==> src/rtl/device_pkg.sv <==
// Shared definitions for the device-handler SPI master: FSM encoding,
// divider width and the module-select value meaning "nobody addressed".
package device_pkg;

  // Transaction phases of the SPI master.
  typedef enum logic [2:0] {
    ST_IDLE  = 3'd0,
    ST_SETUP = 3'd1,
    ST_LOAD  = 3'd2,
    ST_SHIFT = 3'd3,
    ST_HOLD  = 3'd4
  } spi_state_e;

  // Width of the sclk half-period divider (CLK_DIV up to 255).
  localparam int DIV_CNT_BITS = 8;

  // Deselect id: all ones. Consumers slice the low MODULE_ID_BITS bits.
  localparam logic [31:0] DESELECT_ID = 32'hFFFF_FFFF;

  // Reload value of a down-counter that must expire after 'div' cycles.
  function automatic logic [DIV_CNT_BITS-1:0] div_reload(input int div);
    return DIV_CNT_BITS'(div - 1);
  endfunction

endpackage

==> src/rtl/spi_clk_gen.sv <==
// sclk divider / edge generator. While enabled, sclk toggles every CLK_DIV
// clk cycles starting from low. rise/fall are single-cycle strobes asserted
// in the clk cycle whose closing edge makes sclk go high/low, so the
// consumer can sample or shift on that same clk edge.
module spi_clk_gen
  import device_pkg::*;
#(
  parameter int CLK_DIV = 4
) (
  input  logic clk,
  input  logic nreset,
  input  logic en,
  output logic sclk,
  output logic rise,
  output logic fall
);

  localparam logic [DIV_CNT_BITS-1:0] RELOAD  = div_reload(CLK_DIV);
  localparam logic [DIV_CNT_BITS-1:0] CNT_ONE = DIV_CNT_BITS'(1);

  logic [DIV_CNT_BITS-1:0] cnt_q, cnt_d;
  logic                    sclk_q, sclk_d;
  logic                    tick;

  // Divider: reload while disabled and on every sclk edge, else count down.
  always_comb begin
    tick   = en && (cnt_q == '0);
    cnt_d  = cnt_q;
    sclk_d = sclk_q;
    if (!en) begin
      cnt_d  = RELOAD;
      sclk_d = 1'b0;
    end else if (tick) begin
      cnt_d  = RELOAD;
      sclk_d = ~sclk_q;
    end else begin
      cnt_d  = cnt_q - CNT_ONE;
    end
  end

  assign rise = tick && !sclk_q;
  assign fall = tick && sclk_q;
  assign sclk = sclk_q;

  // Divider and sclk state registers.
  always_ff @(posedge clk or negedge nreset) begin
    if (!nreset) begin
      cnt_q  <= RELOAD;
      sclk_q <= 1'b0;
    end else begin
      cnt_q  <= cnt_d;
      sclk_q <= sclk_d;
    end
  end

endmodule

==> src/rtl/device_spi_master.sv <==
// Initiator end of the device-handler SPI link (mode 0, SPI_BITS parallel
// lanes, MSB first per lane). A command selects a target via module_id, then
// words are streamed through tx and returned on rx until a word tagged
// tx_last completes.
//
// Handshakes: cmd and tx are valid/ready; a transfer happens on the rising
// clk edge where valid and ready are both high, valid must not depend on
// ready, and payload is only looked at in that cycle. rx is a push-only
// stream: rx_valid is a one-cycle pulse with no backpressure.
//
// Timing: sclk stays low for CLK_DIV cycles after the tx transfer edge, so
// the first bit is set up half a period ahead of the first rising edge.
// rx_valid rises on the clk edge 2*CLK_DIV*WORD_CYCLES edges after the tx
// transfer edge, together with the final sclk falling edge.
module device_spi_master
  import device_pkg::*;
#(
  parameter int SPI_BITS       = 3,
  parameter int MODULE_ID_BITS = 3,
  parameter int CLK_DIV        = 4,
  parameter int WORD_CYCLES    = 8
) (
  input  logic                              clk,
  input  logic                              nreset,
  // command: start of transaction and target id
  input  logic                              cmd_valid,
  output logic                              cmd_ready,
  input  logic [MODULE_ID_BITS-1:0]         cmd_id,
  // outgoing word stream
  input  logic                              tx_valid,
  output logic                              tx_ready,
  input  logic [SPI_BITS*WORD_CYCLES-1:0]   tx_data,
  input  logic                              tx_last,
  // received words
  output logic                              rx_valid,
  output logic [SPI_BITS*WORD_CYCLES-1:0]   rx_data,
  // status and SPI pins
  output logic                              busy,
  output logic [MODULE_ID_BITS-1:0]         module_id,
  output logic                              sclk,
  output logic [SPI_BITS-1:0]               sdi,
  input  logic [SPI_BITS-1:0]               sdo,
  // FSM state for observation
  output spi_state_e                        dbg_state
);

  localparam int WORD_W    = SPI_BITS * WORD_CYCLES;
  localparam int BIT_CNT_W = (WORD_CYCLES > 1) ? $clog2(WORD_CYCLES) : 1;

  localparam logic [BIT_CNT_W-1:0]      LAST_BIT = BIT_CNT_W'(WORD_CYCLES - 1);
  localparam logic [BIT_CNT_W-1:0]      BIT_ONE  = BIT_CNT_W'(1);
  localparam logic [DIV_CNT_BITS-1:0]   WAIT_LD  = div_reload(CLK_DIV);
  localparam logic [DIV_CNT_BITS-1:0]   WAIT_ONE = DIV_CNT_BITS'(1);
  localparam logic [MODULE_ID_BITS-1:0] ID_DESEL = DESELECT_ID[MODULE_ID_BITS-1:0];

  spi_state_e                state_q, state_d;
  logic [DIV_CNT_BITS-1:0]   wait_q, wait_d;
  logic [BIT_CNT_W-1:0]      bit_q, bit_d;
  logic [WORD_W-1:0]         tx_sh_q, tx_sh_d;
  logic [WORD_W-1:0]         rx_sh_q, rx_sh_d;
  logic [WORD_W-1:0]         rx_data_q, rx_data_d;
  logic                      rx_valid_q, rx_valid_d;
  logic                      last_q, last_d;
  logic [MODULE_ID_BITS-1:0] module_id_q, module_id_d;

  logic shift_en;
  logic sclk_rise;
  logic sclk_fall;

  // sclk runs only while a word is being shifted.
  spi_clk_gen #(
    .CLK_DIV (CLK_DIV)
  ) u_clk_gen (
    .clk    (clk),
    .nreset (nreset),
    .en     (shift_en),
    .sclk   (sclk),
    .rise   (sclk_rise),
    .fall   (sclk_fall)
  );

  // Next-state logic: phase sequencing, shift registers and handshakes.
  always_comb begin
    state_d     = state_q;
    wait_d      = wait_q;
    bit_d       = bit_q;
    tx_sh_d     = tx_sh_q;
    rx_sh_d     = rx_sh_q;
    rx_data_d   = rx_data_q;
    rx_valid_d  = 1'b0;
    last_d      = last_q;
    module_id_d = module_id_q;
    shift_en    = 1'b0;
    tx_ready    = 1'b0;

    unique case (state_q)
      ST_IDLE: begin
        if (cmd_valid && cmd_ready) begin
          module_id_d = cmd_id;
          wait_d      = WAIT_LD;
          state_d     = ST_SETUP;
        end
      end

      // Target selected, sclk low: give the slave CLK_DIV cycles of setup.
      ST_SETUP: begin
        if (wait_q == '0) begin
          state_d = ST_LOAD;
        end else begin
          wait_d = wait_q - WAIT_ONE;
        end
      end

      // Waiting for a word; stalling here keeps sclk low and the id held.
      ST_LOAD: begin
        tx_ready = 1'b1;
        if (tx_valid) begin
          tx_sh_d = tx_data;
          last_d  = tx_last;
          bit_d   = '0;
          state_d = ST_SHIFT;
        end
      end

      ST_SHIFT: begin
        shift_en = 1'b1;
        if (sclk_rise) begin
          for (int l = 0; l < SPI_BITS; l++) begin
            rx_sh_d[l*WORD_CYCLES +: WORD_CYCLES] = rx_sh_q[l*WORD_CYCLES +: WORD_CYCLES] << 1;
            rx_sh_d[l*WORD_CYCLES] = sdo[l];
          end
        end
        if (sclk_fall) begin
          for (int l = 0; l < SPI_BITS; l++) begin
            tx_sh_d[l*WORD_CYCLES +: WORD_CYCLES] = tx_sh_q[l*WORD_CYCLES +: WORD_CYCLES] << 1;
          end
          if (bit_q == LAST_BIT) begin
            bit_d      = '0;
            rx_valid_d = 1'b1;
            rx_data_d  = rx_sh_q;
            wait_d     = WAIT_LD;
            state_d    = last_q ? ST_HOLD : ST_LOAD;
          end else begin
            bit_d = bit_q + BIT_ONE;
          end
        end
      end

      // Keep the target selected for CLK_DIV cycles after the last edge.
      ST_HOLD: begin
        if (wait_q == '0) begin
          module_id_d = ID_DESEL;
          state_d     = ST_IDLE;
        end else begin
          wait_d = wait_q - WAIT_ONE;
        end
      end

      default: begin
        module_id_d = ID_DESEL;
        state_d     = ST_IDLE;
      end
    endcase
  end

  // Lane l drives the MSB of its slice of the tx shift register.
  always_comb begin
    sdi = '0;
    for (int l = 0; l < SPI_BITS; l++) begin
      sdi[l] = tx_sh_q[l*WORD_CYCLES + WORD_CYCLES - 1];
    end
  end

  assign cmd_ready = (state_q == ST_IDLE) && nreset;
  assign busy      = (state_q != ST_IDLE);
  assign rx_valid  = rx_valid_q;
  assign rx_data   = rx_data_q;
  assign module_id = module_id_q;
  assign dbg_state = state_q;

  // State registers; reset aborts any transfer and discards partial words.
  always_ff @(posedge clk or negedge nreset) begin
    if (!nreset) begin
      state_q     <= ST_IDLE;
      wait_q      <= '0;
      bit_q       <= '0;
      tx_sh_q     <= '0;
      rx_sh_q     <= '0;
      rx_data_q   <= '0;
      rx_valid_q  <= 1'b0;
      last_q      <= 1'b0;
      module_id_q <= ID_DESEL;
    end else begin
      state_q     <= state_d;
      wait_q      <= wait_d;
      bit_q       <= bit_d;
      tx_sh_q     <= tx_sh_d;
      rx_sh_q     <= rx_sh_d;
      rx_data_q   <= rx_data_d;
      rx_valid_q  <= rx_valid_d;
      last_q      <= last_d;
      module_id_q <= module_id_d;
    end
  end

endmodule

==> config.mk <==
export PLATFORM = sky130hd
export DESIGN_NAME = device_spi_master
export DESIGN_NICKNAME = d
export VERILOG_FILES = /design/src/rtl/device_pkg.sv /design/src/rtl/spi_clk_gen.sv /design/src/rtl/device_spi_master.sv
export SDC_FILE = /design/constraint.sdc
export NUM_CORES = 1
export LEC_CHECK = 0
export CAP_MARGIN = 20
export CORE_UTILIZATION = 45
export DETAILED_ROUTE_END_ITERATION = 10
export DONT_BUFFER_PORTS = 1
export PLACE_DENSITY = 0.62
export SLEW_MARGIN = 20
export SYNTH_ARGS = -nofsm -noshare
export SYNTH_HDL_FRONTEND = slang
export SYNTH_SLANG_ARGS = --single-unit
==> constraint.sdc <==
create_clock -name clk -period 4.3 [get_ports clk]
set_clock_uncertainty 0.1 [all_clocks]
set_input_delay 1.075 -clock clk [delete_from_list [all_inputs] [get_ports clk]]
set_output_delay 1.075 -clock clk [all_outputs]
set_load 0.02 [all_outputs]
==> flow_summary.json <==
{
  "final.setup.tns_ns": 0,
  "slowest_stage": "nand3b_1",
  "area_delta_synth_final_pct": 6.73,
  "remaining_drc_errors": 0,
  "syn_area_um2": 4510,
  "leakagePower_uw": 0.00245,
  "yosys_register_bits": 100,
  "diodes": 0,
  "period_share": 0.694,
  "nets": 401,
  "crit_path_end_kind": "flop",
  "yosysSeqAreaShare": 0.556,
  "clock_sinks": 100,
  "ctsResizeCount": 0,
  "final_max_slew_viol_count": 0,
  "hold_path_class": "in2async",
  "crit_path_start_kind": "flop",
  "antenna_found_initial": 0,
  "pwr-share-comb": 0.237,
  "outcome": "finished clean",
  "grtUsageTotal": 0.156,
  "clock-root-buffer": "clkbuf_8",
  "drive_gt1_frac": 0.236,
  "insertion_delay_ns": 0.36,
  "cpMostUsedCell": "buf_4",
  "crit_path_max_incr_delay_ns": 0.75,
  "async_flop_share": 1.00,
  "clock.fmax_ghz": 0.335,
  "die_h_um": 102,
  "clk_pin_slew_ns": 0.10,
  "final-hold-violation-count": 0,
  "sw_frac_of_total": 0.345,
  "critPathRequiredTime_ns": 4.46,
  "fin_crit_ns": 2.98,
  "pin_count": 73,
  "holdBufCountCts": 0,
  "relSlewSlack": 0.475,
  "grt_max_degree": 104,
  "h-tree-depth": 3,
  "crit_chain": "nand3b_1 -> buf_4 -> nor3_4 -> buf_4 -> mux2_2",
  "pwr-share-clk": 0.227,
  "core_area_um2": 9730,
  "pre_cts_ws_ns": 1.28,
  "finalSetupViolCount": 0,
  "ant_nets": 0,
  "cts_buffer_depth": 2,
  "gr-total-overflow": 0,
  "synth_edf_count": 0,
  "cts_setup_buffers": 0,
  "vias_per_cell": 5.35,
  "synthCells": 363,
  "port_buffers": 0,
  "rows": 36,
  "p_switching_uw": 851,
  "synth_cell_types": 48,
  "synth_top_flop_cell": "dfrtp_1",
  "seqPwrFrac": 0.536,
  "die_x_um": 102,
  "die_area_um2": 10400,
  "grt_pass1_wl_mm": 12.6,
  "critical_path_class": "reg2reg",
  "grt_pass1_vias": 2539,
  "powerDensity_nw_per_um2": 513,
  "start_util": 0.464,
  "crit_path_max_fanout": 24,
  "setup_slack_ns": 1.32,
  "ys_warn_count": 0,
  "post_drt_wl_per_cell_um": 15.1,
  "tightestPinTransition_ns": 0.785,
  "vias": 2666,
  "rsz0062_at_grt": "no",
  "power.total_uw": 2470,
  "cap_violations": 0,
  "dp_hpwl_mm": 4.94,
  "gp_congestion": 0.704,
  "drtIter0Drc": 85,
  "vdd_drop_max_mv": 0.224,
  "cts_tree": "built",
  "drt_pass1_iterations": 4,
  "drt-total-wl_mm": 7.52,
  "tritoncts.num_buffers": 9,
  "p_int_uw": 1620,
  "syn_area_per_cell_um2": 12.4,
  "arrival_ns": 3.14,
  "synth_nets": 404
}
-- final timing paths --
check / startpoint / to / slack (ns) / depth (start not counted)
setup reg to reg: dbg_state[2]$_DFFE_PN0P_ / rx_sh_q[3]$_DFFE_PN0P_ / 1.32 / 5
hold / removal: nreset / rx_sh_q[0]$_DFFE_PN0P_ / 0.30 / 0
setup / recovery: dbg_state[2]$_DFFE_PN0P_ / rx_sh_q[3]$_DFFE_PN0P_ / 1.32 / 5
min in group clk: u_clk_gen.cnt_q[0]$_DFF_PN1_ / u_clk_gen.cnt_q[0]$_DFF_PN1_ / 0.38 / 1
max in group asynchronous: nreset / u_clk_gen.cnt_q[1]$_DFF_PN1_ / 3.57 / 0
hold reg to reg: u_clk_gen.cnt_q[0]$_DFF_PN1_ / u_clk_gen.cnt_q[0]$_DFF_PN1_ / 0.38 / 1
-- cell type report --
class	count	area (um^2)
clock buffers	9	124
inverters	8	30.0
multi-input cells	234	1860
well taps	133	166
fillers	874	4910
clock inverters	7	60.1
flip-flops and latches	100	2510
repair buffers	7	72.6
-- synthesized netlist by cell type, types with 4 or more instances --
master / number / share of area
buf_4: 4 / 0.0067
a22o_1: 4 / 0.0078
nor4_1: 4 / 0.0055
o21ai_0: 30 / 0.033
mux2_2: 31 / 0.077
a21oi_1: 9 / 0.010
dfstp_2: 5 / 0.029
nand2_1: 38 / 0.032
clkbuf_1: 6 / 0.0050
mux2i_1: 23 / 0.051
mux2_4: 19 / 0.063
xnor2_1: 4 / 0.0078
ha_1: 6 / 0.017
nor3_1: 6 / 0.0067
nor2_1: 18 / 0.015
nand2b_1: 4 / 0.0055
dfrtp_1: 95 / 0.53
buf_2: 5 / 0.0055
inv_1: 8 / 0.0067
-- flip-flops by register name (all words and copies together), names as in the netlist --
register,cells
rx_valid,1
last_q,1
u_clk_gen.cnt_q,8
module_id,3
rx_sh_q,24
bit_q,3
rx_data,24
dbg_state,3
tx_sh_q,24
u_clk_gen.sclk,1
wait_q,8
-- power by group through the flow --
stage                     Clock (uW)  Sequential, uW  Combinational [uW]
after floorplan                    0            1260                 553
after global routing             620            1350                 675
final                            560            1320                 586
after CTS                        580            1320                 590
after global placement             0            1330                 574
after detailed placement           0            1340                 589
-- worst max-delay path: cells and delay by family (launching register included) --
family | cells | cell delay [ns]
multiplexers | 1 | 0.38
AND/OR/NAND/NOR | 2 | 0.93
buffers and inverters | 2 | 0.78
flip-flops | 1 | 0.66
-- kinds of logic (layout without fill, tap and decap cells) --
family                     after synthesis  after routing  synth area share
AOI/OAI and AO/OA                       59             59            0.0804
xor gates and xnor gates                 7              7            0.0136
adders and majority gates                6              6            0.0166
buffers and inverters                   29             31            0.0377
DFF                                    100            100             0.556
muxes                                   73             73             0.192
and+or+nand+nor                         89             89             0.104
-- routing by layer --
| metal | share of wire | vias up | GRT usage | wire length (um) |
|---|---|---|---|---|
| met4 | 0.018 | 0 | 0.0692 | 139 |
| met3 | 0.053 | 12 | 0.0424 | 402 |
| met5 | 0 | - | 0 | 0 |
| met2 | 0.46 | 55 | 0.239 | 3440 |
| li1 | - | 1280 | - | - |
| met1 | 0.47 | 1319 | 0.209 | 3540 |
-- per-stage QoR --
stage / area [um^2] / instances / hold slack [ns] / utilization
5_1_grt: 4820 / 498 / 0.268 / 0.495
4_1_cts: 4790 / 497 / 0.276 / 0.492
2_1_floorplan: 4510 / 363 / 0.328 / -
3_5_place_dp: 4610 / 481 / 0.350 / 0.474
6_report: 4820 / 498 / 0.295 / 0.495
3_3_place_gp: 4610 / 481 / 0.346 / 0.474
-- layout by cell type (no fill, tap or decap), types with 6 or more instances in the layout --
master	count
buf_4	6
inv_1	8
o21ai_0	30
a21oi_1	9
dfrtp_1	95
clkbuf_8	9
nor3_1	6
mux2_2	31
mux2_4	19
ha_1	6
nand2_1	38
nor2_1	18
mux2i_1	23
Power figures use the tool's default switching activity.
